`src/rtl/ara_pkg.sv`:
```
// Shared Ara types used by the issue stage: instruction ids and the
// request record that is broadcast to the processing elements.
package ara_pkg;

  localparam int unsigned NrVInsn = 8;

  typedef logic [$clog2(NrVInsn)-1:0] vid_t;

  typedef struct packed {
    vid_t               id;
    logic [7:0]         op;
    logic [4:0]         vd;
    logic [4:0]         vs1;
    logic [4:0]         vs2;
    logic               vm;
    logic [15:0]        vl;
    logic [NrVInsn-1:0] vinsn_running;
    logic [NrVInsn-1:0] hazard_vs1;
    logic [NrVInsn-1:0] hazard_vs2;
    logic [NrVInsn-1:0] hazard_vm;
    logic [NrVInsn-1:0] hazard_vd;
  } pe_req_t;

endpackage

```
`src/rtl/ara_pe_req_broadcast.sv`:
```
// Issue stage that holds one request and lets every targeted PE accept it
// independently; reports completion and how long the request has stalled.
module ara_pe_req_broadcast
  import ara_pkg::*;
#(
  parameter int unsigned NrLanes       = 1,
  parameter int unsigned NrPEs         = NrLanes + 4,
  parameter int unsigned StallCntWidth = 16
) (
  input  logic                     clk_i,
  input  logic                     rst_i,
  input  pe_req_t                  req_i,
  input  logic [NrPEs-1:0]         req_target_i,
  input  logic                     req_valid_i,
  output logic                     req_ready_o,
  input  logic [NrVInsn-1:0]       vinsn_running_i,
  output pe_req_t                  pe_req_o,
  output logic [NrPEs-1:0]         pe_req_valid_o,
  input  logic [NrPEs-1:0]         pe_req_ready_i,
  output logic                     issue_done_o,
  output vid_t                     issue_id_o,
  output logic                     busy_o,
  output logic [StallCntWidth-1:0] stall_cnt_o
);

  // Handshake: a transfer on any channel happens in a cycle where both valid
  // and ready are high; valid never depends on the ready it is paired with.
  logic                     valid_q;
  pe_req_t                  req_q;
  logic [NrPEs-1:0]         target_q;
  logic [NrPEs-1:0]         acc_q;
  logic [StallCntWidth-1:0] stall_q;

  logic [NrPEs-1:0] pending;
  logic             complete;
  logic             load;

  always_comb begin
    pending        = target_q & ~acc_q;
    pe_req_valid_o = {NrPEs{valid_q}} & pending;
    complete       = valid_q & ((pending & ~pe_req_ready_i) == '0);
    req_ready_o    = !valid_q | complete;
    load           = req_valid_i & req_ready_o;
  end

  assign pe_req_o     = req_q;
  assign issue_done_o = complete;
  assign issue_id_o   = req_q.id;
  assign busy_o       = valid_q;
  assign stall_cnt_o  = stall_q;

  always_ff @(posedge clk_i) begin
    if (rst_i) begin
      valid_q  <= 1'b0;
      req_q    <= '0;
      target_q <= '0;
      acc_q    <= '0;
      stall_q  <= '0;
    end else if (load) begin
      valid_q  <= 1'b1;
      req_q    <= req_i;
      target_q <= req_target_i;
      acc_q    <= '0;
      stall_q  <= '0;
    end else if (valid_q) begin
      if (complete) valid_q <= 1'b0;
      acc_q <= acc_q | (pe_req_valid_o & pe_req_ready_i);
      // Retired instructions no longer constrain the waiting request.
      req_q.vinsn_running <= vinsn_running_i;
      req_q.hazard_vs1    <= req_q.hazard_vs1 & vinsn_running_i;
      req_q.hazard_vs2    <= req_q.hazard_vs2 & vinsn_running_i;
      req_q.hazard_vm     <= req_q.hazard_vm  & vinsn_running_i;
      req_q.hazard_vd     <= req_q.hazard_vd  & vinsn_running_i;
      if (!complete && (stall_q != '1)) stall_q <= stall_q + 1'b1;
    end
  end

endmodule

```
`config.mk`:
```
export PLATFORM = sky130hd
export DESIGN_NAME = ara_pe_req_broadcast
export DESIGN_NICKNAME = d
export VERILOG_FILES = /design/src/rtl/ara_pkg.sv /design/src/rtl/ara_pe_req_broadcast.sv
export SDC_FILE = /design/constraint.sdc
export NUM_CORES = 1
export LEC_CHECK = 0
export BUFFER_PORTS_ARGS = -buffer_cell sky130_fd_sc_hd__clkbuf_2
export CORE_MARGIN = 8
export CORE_UTILIZATION = 30
export DETAILED_ROUTE_END_ITERATION = 12
export GPL_ROUTABILITY_DRIVEN = 0
export GPL_TIMING_DRIVEN = 0
export SLEW_MARGIN = 20
export SYNTH_ARGS = -nofsm -noshare
export SYNTH_HDL_FRONTEND = slang
export SYNTH_SLANG_ARGS = --single-unit
```
`constraint.sdc`:
```
create_clock -name clk_i -period 2.9 [get_ports clk_i]
set_clock_uncertainty 0.2 [all_clocks]
set_input_delay 0.29 -clock clk_i [delete_from_list [all_inputs] [get_ports clk_i]]
set_output_delay 0.29 -clock clk_i [all_outputs]
set_load 0.005 [all_outputs]
```
==> reports/results.ini, run 1 <==
[cts]
clockBufferDepth=2
cts_num_sinks=110
post_cts_buffers=0
cts.clk_slew.worst_paths_ps=80
clock-root-buffer=clkbuf_16
htree_levels=3
cts_tree=built
cts-buffers-inserted=9
clk_latency_ps=350

[layout]
antennaDiodeCount=0
stdcell_area_um2=7290
drive_gt1_share_pct=29.4
finalNonFillerCells=1082
layout.nets=966
mostFrequentLayoutCells=clkbuf_2 (211), dfxtp_1 (110), dlygate4sd3_1 (80)
final_common_cell=clkbuf_2
syn_to_final_growth_pct=50.5
post-route-util_pct=46.1

[power]
intPower_uw=2650
swShare_pct=26.9
p_seq_share_pct=45.2
p_switching_uw=973
p_per_area_nw_per_um2=496
pwr-share-clk_pct=37.8
pwr-share-comb_pct=17.0
p_leak_uw=0.00301
ir_drop_uv=405

[timing]
worstMarginPinSlew_ps=726
max_freq_mhz=366
fin_setup_tns_ps=0
grt_setup_unrepaired=no
slew_violations=0
final_hold_viol_count=0
slew_headroom_pct=51.6
final.min_clock_period_ps=2730
timing.final.crit_share_pct=94.3
setup_viol=0

[worst_setup_path]
cp_max_fo=19
worstPathArrival_ps=2240
crit_start=pe_req_ready_i[3]
critPathKind=in2out
crit_chain=dlygate4sd3_1, clkbuf_2, nor3b_1, nor4_2, a21oi_4, inv_2, buf_2, clkbuf_2
crit_required_ps=2410
path_common_cell=clkbuf_2
cp-end-kind=output port
crit_buf_inv=5
crit_path_max_incr_delay_ps=530
worst_setup_path_start_kind=input pin
regToRegStartpoint=target_q[0]
cp_top_family=buffers and inverters
crit_slowest_cell=dlygate4sd3_1

[place]
hpwl_mm=14.1
place_area_um2=6170
dp.cells=987
portBuffers=211

[die]
fp-row-count=46
die-area_um2=20500
start_util_pct=30.6
die_w_um=143
die_h_um=143
core_area_um2=15800
ios=214

[detailed_routing]
dr.max_layer_used=met4
drt-met1-wl_mm=8.43
initialDrtViolationCount=242
wl_per_cell_um=18.2
met3_wirelength_mm=1.22
wl_met2_mm=9.56
dr.pass1.iters=4
viasPerCell=5.15
vias=5568
drc=0
antenna_left=0
routed_wl_mm=19.7

[global_route]
antenna_found_initial=0
overflow=0
grtUsageTotal_pct=18.8
grt_pass1_vias=5641
grt_start_max_net_pins=20
grt_first_pass_wirelength_mm=30.2

[yosys]
yosysWarnings=0
syn_nets=665
avgSynthCellArea_um2=8.65
synth_area_um2=4840
ys_seq_area_share_pct=45.5
syn-instance-count=560
ys_types=40
synth_seq_cells=110

[run_status]
status=completed

[run]
cap_violations=0

[min_path]
hp-class=in2reg
holdCritStartpoint=req_i[26]

-- cell usage after synthesis, drive strengths merged --
master   number  share of area [%]
and4          1               0.18
or4           4               0.62
o31a          2               0.36
o211a         1               0.21
nor2         18                1.4
or3b          1               0.23
nor3          8               0.83
a21oi        67                7.2
o21ai        57                5.9
o2111ai       3               0.54
ha            1               0.26
mux2          8                1.9
buf          18                2.1
a41o          1               0.21
nor4          2               0.39
nand2         4               0.31
nand4         5               0.65
a2111oi       8                1.4
nand3        52                5.4
nand3b        1               0.16
inv          36                2.8
clkbuf       42                3.3
and2          2               0.26
o22ai         8                1.0
nand4b       32                5.8
or3           7               0.90
nor3b        10                1.5
o21a          1               0.16
and3          3               0.39
dfxtp       110                 45
o41ai        35                6.3
o211ai        6               0.93
o31ai         6                1.0
-- repair_timing --
item,4_1_cts,5_1_grt
hold endpoints to repair,80,0
setup endpoints to repair,1,1
hold buffers,80,0
resized for setup,0,1
cloned,0,0
-- final cells by class --
cell class              count  area [um2]
multi-input cells         354        2250
clock inverters             6        91.3
inverters                  36         135
fillers                  1588        8540
flip-flops and latches    110        2200
well taps                 216         270
plain buffers              59         254
clock buffers              10         229
repair buffers            291        1860
-- registers in the layout, summed over array words and instances (netlist names) --
name	flops
acc_q	5
busy_o	1
issue_id_o	3
pe_req_o	80
stall_cnt_o	16
target_q	5
-- metal layers --
metal	global-route usage, %	up-vias
met3	5.14	31
met4	6.71	0
met1	22.3	2633
met5	0	-
met2	31.8	189
li1	-	2715
-- through the flow --
stage          worst slack [ps]  power [uW]  hold WS (ps)
2_1_floorplan               860        1930           229
3_3_place_gp                216        2200           252
3_5_place_dp                210        2200           253
4_1_cts                    55.6        3650         0.530
5_1_grt                    4.78        3770          7.44
6_report                    167        3620          13.9
-- path summary, 6_finish.rpt --
| path | endpoint | depth (start not counted) | slack (ps) |
|---|---|---|---|
| min | pe_req_o[26] | 3 | 10 |
| max | req_ready_o | 8 | 170 |
| max reg2reg | pe_req_o[17] | 8 | 250 |
| min reg2reg | pe_req_o[26] | 2 | 260 |
-- cells by family (layout without fill, tap and decap cells) --
kind of cell | after synthesis | count (layout) | synth area share [%]
and+or+nand+nor | 150 | 150 | 19.0
buffers and inverters | 96 | 402 | 8.11
AOI/OAI and AO/OA | 195 | 195 | 25.3
adders and majority gates | 1 | 1 | 0.258
muxes | 8 | 8 | 1.86
DFF | 110 | 110 | 45.5
-- worst min-delay path, stage by stage --
cell,delay (ps)
clkbuf_2,90
nand4b_1,100
o41ai_1,70
-- power by group through the flow --
stage	combinational (uW)	sequential (uW)	clock (uW)
6_report	614	1640	1370
5_1_grt	674	1650	1450
4_1_cts	613	1640	1400
3_5_place_dp	526	1670	0
3_3_place_gp	526	1670	0
2_1_floorplan	256	1670	0
No activity file was read; power rests on OpenSTA's default activity.
==> run 2: changes to the inputs <==
ABC_AREA = 1   (was default)
GPL_TIMING_DRIVEN = 1   (was 0)
==> reports/results.ini, run 2 <==
[worst_setup_path]
worst_setup_path_start_kind=input pin
rr_endpoint=pe_req_o[39]
critPathCapture=req_ready_o
crit_chain=dlygate4sd3_1, clkbuf_2, inv_1, nand3b_1, nand3_1, o21bai_4, buf_4, clkbuf_2
crit_slowest_cell=buf_4
r2r_setup_slack_ps=700  ; +450 ps
path_common_cell=clkbuf_2
critPathKind=in2out
crit_required_ps=2410  ; about the same
crit_path_max_incr_delay_ps=550  ; +20 ps
worstPathArrival_ps=2210  ; -30 ps
r2r_cells=8  ; unchanged
regToRegStartpoint=acc_q[1]
cp_max_fo=66  ; +47
crit_start=pe_req_ready_i[0]
cp-end-kind=output port

[detailed_routing]
initialDrtViolationCount=369  ; +52%
vias=5454  ; -2.0%
dr.pass1.iters=5  ; +1
wl_per_cell_um=14.4  ; -21%
antenna_left=0  ; unchanged
drc=0  ; unchanged
routed_wl_mm=17.1  ; -13%
viasPerCell=4.58  ; -11%

[global_route]
met3_usage_pct=5.60  ; +0.46 points
use_met2_pct=24.3  ; -7.5 points
antenna_found_initial=0  ; unchanged
grt_pass1_vias=5170  ; -8.3%
grtUsageTotal_pct=15.7  ; -3.0 points
busiest_layer=met2
grt_start_max_net_pins=67  ; +240%
grt_util_met1_pct=20.0  ; -2.3 points
overflow=0  ; unchanged
grt_first_pass_wirelength_mm=27.8  ; -8.0%

[yosys]
yosysTopAreaCellShare_pct=43.9  ; -1.5 points
synth_area_leaders=dfxtp_1 (44%), nor2_1 (13%), nand2_1 (11%), nand3_1 (7.9%), o21ai_0 (7.5%)
ys_types=27  ; -33%
yosysWarnings=0  ; unchanged
syn-instance-count=735  ; +31%
synth_top_area_cell=dfxtp_1
yosys-top-cells-count=nor2_1 (170), nand2_1 (146), dfxtp_1 (110)
synth_ff_type=dfxtp_1
synth_area_um2=5010  ; +3.5%
synth_top_family_by_area=simple AND/OR/NAND/NOR gates
synth_enable_flop_cells=0  ; unchanged
synthMuxAreaShare_pct=0  ; -1.9 points
synth_xor_area_share_pct=1.57  ; +1.6 points
avgSynthCellArea_um2=6.82  ; -21%
synth_compound_area_share_pct=12.7  ; -13 points
synth_seq_cells=110  ; unchanged
syn_nets=840  ; +26%
yosysMostFrequentCell=nor2_1
async_flop_share_pct=0  ; unchanged
synth_adder_area_share_pct=0.250  ; -0.0088 points
yosys.area_share.simple_pct=34.6  ; +16 points
ys_seq_area_share_pct=43.9  ; -1.5 points

[cts]
hold_buffers=46  ; -43%
post_cts_buffers=0  ; unchanged
cts_tree=built
clk_latency_ps=360  ; about the same
clockBufferDepth=2  ; unchanged
cts.clk_slew.worst_paths_ps=80  ; about the same
htree_levels=3  ; unchanged
clock-root-buffer=clkbuf_16
cts_num_sinks=110  ; unchanged
post_cts_resized=0  ; unchanged
cts-buffers-inserted=9  ; unchanged

[die]
core_area_um2=16500  ; +4.0%
die-area_um2=21100  ; +3.1%
die_h_um=145  ; +1.5%
die_w_um=145  ; +1.5%
start_util_pct=30.4  ; -0.15 points
ios=214  ; unchanged
fp-row-count=47  ; +2.2%

[timing]
fin_ws_ps=197  ; +30.1 ps
fin_setup_tns_ps=0  ; unchanged
final_hold_viol_count=0  ; unchanged
max_freq_mhz=370  ; +1.1%
grt_setup_unrepaired=no
final.min_clock_period_ps=2700  ; -30.1 ps
worstMarginPinSlew_ps=692  ; -33.5 ps
timing.final.crit_share_pct=93.2  ; -1.0 points
slew_violations=0  ; unchanged
setup_viol=0  ; unchanged
slew_headroom_pct=53.9  ; +2.2 points

[layout]
mostFrequentLayoutCells=clkbuf_2 (213), nor2_1 (170), nand2_1 (146)
layout.nets=1072  ; +11%
largest_reg_flops=80  ; unchanged
antennaDiodeCount=0  ; unchanged
stdcell_area_um2=6990  ; -4.1%
drive_gt1_share_pct=26.4  ; -3.0 points
syn_to_final_growth_pct=39.5
fillers=1730  ; +8.9%
final_common_cell=clkbuf_2

[run_status]
status=completed

[place]
place_area_um2=6210  ; +0.73%
portBuffers=213  ; +0.95%
dp_slack_ps=655  ; +445 ps
hpwl_mm=12.1  ; -14%

[power]
p_leak_uw=0.00339  ; +13%
p_switching_uw=1100  ; +13%
swShare_pct=30.4  ; +3.5 points
total_power_uw=3630  ; +0.26%
intPower_uw=2520  ; -4.6%
p_seq_share_pct=46.3  ; +1.1 points
p_per_area_nw_per_um2=519  ; +4.5%
pwr-share-clk_pct=36.4  ; -1.4 points
pwr-share-comb_pct=17.3  ; +0.3 points
ir_drop_uv=286  ; -29%

[run]
cap_violations=0  ; unchanged

[min_path]
hp-class=in2reg

## run 2: cell types whose count changed after synthesis, moves of 9 or more
cell,previous run,this run
nand4b_1,32,0
nand2_1,4,146
o21ai_0,57,75
a21oi_1,66,40
nor3b_1,10,1
nand3_1,52,79
o41ai_1,35,0
clkbuf_1,42,25
nor2_1,18,170
## run 2: final cells by class
| type | instances | area (um2) | share of cell area [%] |
|---|---|---|---|
| clock buffer | 9 | 225 | 3.22 |
| clock inverter | 7 | 93.8 | 1.34 |
| inverter | 31 | 116 | 1.66 |
| multi-input combinational | 546 | 2470 | 35.3 |
| sequential | 110 | 2200 | 31.5 |
| tap | 220 | 275 | 3.94 |
| timing repair buffer | 269 | 1610 | 23.1 |
## run 2: worst max-delay path: cells and delay by family
kind / cells / cell delay, ps
AO/OA/AOI/OAI: 1 / 170
buffers and inverters: 5 / 1480
AND/OR/NAND/NOR: 2 / 220
## run 2: how the worst min path moves through the flow
stage | start | to | cells past startpoint | slack [ps]
floorplan | rst_i | busy_o | 1 | 160
global placement | pe_req_o[53] | pe_req_o[53] | 2 | 260
detailed placement | pe_req_o[63] | pe_req_o[63] | 2 | 270
CTS | req_i[70] | pe_req_o[70] | 3 | 20
global route | req_i[67] | pe_req_o[67] | 3 | 30
finish | req_i[70] | pe_req_o[70] | 3 | 30
## run 2: power groups by stage
stage	Sequential, uW	Clock, uW	Combinational, uW
floorplan	1720	0	313
global placement	1710	0	584
detailed placement	1710	0	586
CTS	1680	1370	638
global route	1690	1430	711
finish	1680	1320	629
## run 2: layer usage
| metal | share of wire, % | vias up |
|---|---|---|
| met5 | 0 | - |
| met4 | 2.0 | 0 |
| met3 | 8.0 | 23 |
| met2 | 44 | 179 |
| met1 | 46 | 2417 |
| li1 | - | 2835 |
## run 2: metrics by stage
stage                     util [%]  hold WS, ps  std cells
after detailed placement      37.7          270       1130
after floorplan                  -          162        735
final                         42.5         28.6       1192
after global routing          42.5         33.0       1192
after global placement        37.7          263       1130
after CTS                     42.5         21.9       1192
## run 2: kinds of logic after synthesis
kind of cell             after synthesis
AND/OR/NAND/NOR                      414
flip-flops                           110
buffers and inverters                 79
adder cells (fa/ha/maj)                1
XOR/XNOR                               9
AO/OA/AOI/OAI                        122
==> run 3: changes to the inputs <==
SETUP_SLACK_MARGIN = 0.2   (was default)
clock period = 2.5 ns   (was 2.9 ns; I/O delays follow)
==> reports/results.ini, run 3 (synthesized netlist as in run 2, its figures left out) <==
[layout]
layout.nets=1089  ; +1.6%
multi_input_area_um2=2470  ; +0.20%
mostFrequentLayoutCells=clkbuf_2 (213), nor2_1 (170), nand2_1 (146)
syn_to_final_growth_pct=43.8
fillers=1699  ; -1.8%
regArea_um2=2200  ; unchanged
drive_gt1_share_pct=26.3  ; -0.15 points
largest_reg_flops=80  ; unchanged
final_common_cell=clkbuf_2
post-route-util_pct=43.8  ; +1.3 points

[worst_setup_path]
critPathKind=in2out
worst_setup_path_start_kind=input pin
crit_required_ps=2050  ; -360 ps
crit_start=pe_req_ready_i[4]
regToRegStartpoint=stall_cnt_o[0]
worstPathArrival_ps=1740  ; -470 ps
cp_max_fo=33  ; -50%
cp-end-kind=output port

[die]
core_area_um2=16500  ; unchanged
die-area_um2=21100  ; unchanged
die_h_um=145  ; unchanged
ios=214  ; unchanged
die_w_um=145  ; unchanged
start_util_pct=30.4  ; unchanged
fp-row-count=47  ; unchanged

[power]
p_seq_share_pct=45.6  ; -0.7 points
intPower_uw=3050  ; +21%
pwr-share-comb_pct=18.1  ; +0.8 points
p_switching_uw=1220  ; +11%
pwr-share-clk_pct=36.3  ; about the same
swShare_pct=28.6  ; -1.8 points
p_leak_uw=0.00349  ; +2.9%
ir_drop_uv=327  ; +14%
p_per_area_nw_per_um2=593  ; +14%

[global_route]
grt_pass1_vias=5318  ; +2.9%
grtUsageTotal_pct=16.3  ; +0.58 points
antenna_found_initial=2  ; +2
grt_first_pass_wirelength_mm=28.5  ; +2.6%
overflow=0  ; unchanged
grt_start_max_net_pins=67  ; unchanged

[detailed_routing]
initialDrtViolationCount=229  ; -38%
wl_per_cell_um=14.8  ; +2.8%
dr.pass1.iters=4  ; -1
vias=5469  ; +0.28%
drc=0  ; unchanged
routed_wl_mm=17.9  ; +4.4%
viasPerCell=4.52  ; -1.3%
antenna_left=0  ; unchanged

[cts]
clock-root-buffer=clkbuf_16
cts.clk_slew.worst_paths_ps=80  ; about the same
htree_levels=3  ; unchanged
cts_num_sinks=110  ; unchanged
cts-buffers-inserted=9  ; unchanged
clk_latency_ps=350  ; about the same
cts_tree=built
clockBufferDepth=2  ; unchanged

[run]
cap_violations=0  ; unchanged

[timing]
timing.final.crit_share_pct=87.5
slew_headroom_pct=54.6  ; +0.72 points
slew_violations=0  ; unchanged
grt_setup_unrepaired=no
setup_viol=0  ; unchanged
final.min_clock_period_ps=2190
max_freq_mhz=457
worstMarginPinSlew_ps=681  ; -10.9 ps
fin_setup_tns_ps=0  ; unchanged
final_hold_viol_count=0  ; unchanged

[min_path]
holdCritStartpoint=req_i[21]
hp-class=in2reg

[run_status]
status=completed

[place]
portBuffers=213  ; unchanged
hpwl_mm=12.1  ; +0.60%

-- run 3: power groups by stage --
stage / clock (uW) / combinational [uW] / sequential (uW)
floorplan: 0 / 363 / 1990
global placement: 0 / 686 / 1990
detailed placement: 0 / 690 / 1990
CTS: 1610 / 769 / 1950
global route: 1680 / 870 / 1970
finish: 1550 / 773 / 1950
-- run 3: metal layers --
| metal | vias up | global-route usage (%) | part of all wire, % |
|---|---|---|---|
| met2 | 190 | 25.4 | 44 |
| met3 | 27 | 5.66 | 8.0 |
| met5 | - | 0 | 0 |
| met4 | 0 | 6.98 | 2.5 |
| li1 | 2867 | - | - |
| met1 | 2385 | 20.1 | 45 |
-- run 3: final timing paths --
| kind | endpoint | depth (start not counted) | slack (ps) |
|---|---|---|---|
| worst min register to register | pe_req_o[78] | 2 | 280 |
| worst max-delay path | req_ready_o | 8 | 310 |
| worst max register to register | stall_cnt_o[9] | 9 | 480 |
| worst min-delay path | pe_req_o[21] | 5 | 20 |
-- run 3: critical path, stage by stage --
cell           delay, ps
dlygate4sd3_1        550
clkbuf_2             120
inv_1                 40
nand2_1               50
nand2_1              120
o21bai_4             210
buf_12               220
clkbuf_2             150
-- run 3: timing repair --
item	CTS	global route
endpoints found under the setup margin	0	31
hold buffers	60	0
setup buffers	0	1
gates resized for setup	0	1
endpoints found under the hold margin	60	0
-- run 3: layout make-up --
class,count,share of cell area [%]
clock inverters,6,1.09
flip-flops and latches,110,30.6
multi-input cells,546,34.3
clock buffers,10,3.32
repair buffers,286,25.2
inverters,31,1.61
well taps,220,3.82
diodes,2,0.0694
-- run 3: through the flow --
stage	area (um2)	cells	hold slack [ps]	worst slack [ps]	total power, uW
6_report	7210	1211	18.9	313	4270
5_1_grt	7210	1211	18.7	231	4520
4_1_cts	7170	1207	0.158	212	4330
3_5_place_dp	6250	1131	270	467	2680
3_3_place_gp	6250	1131	262	481	2670
2_1_floorplan	5010	735	122	728	2350
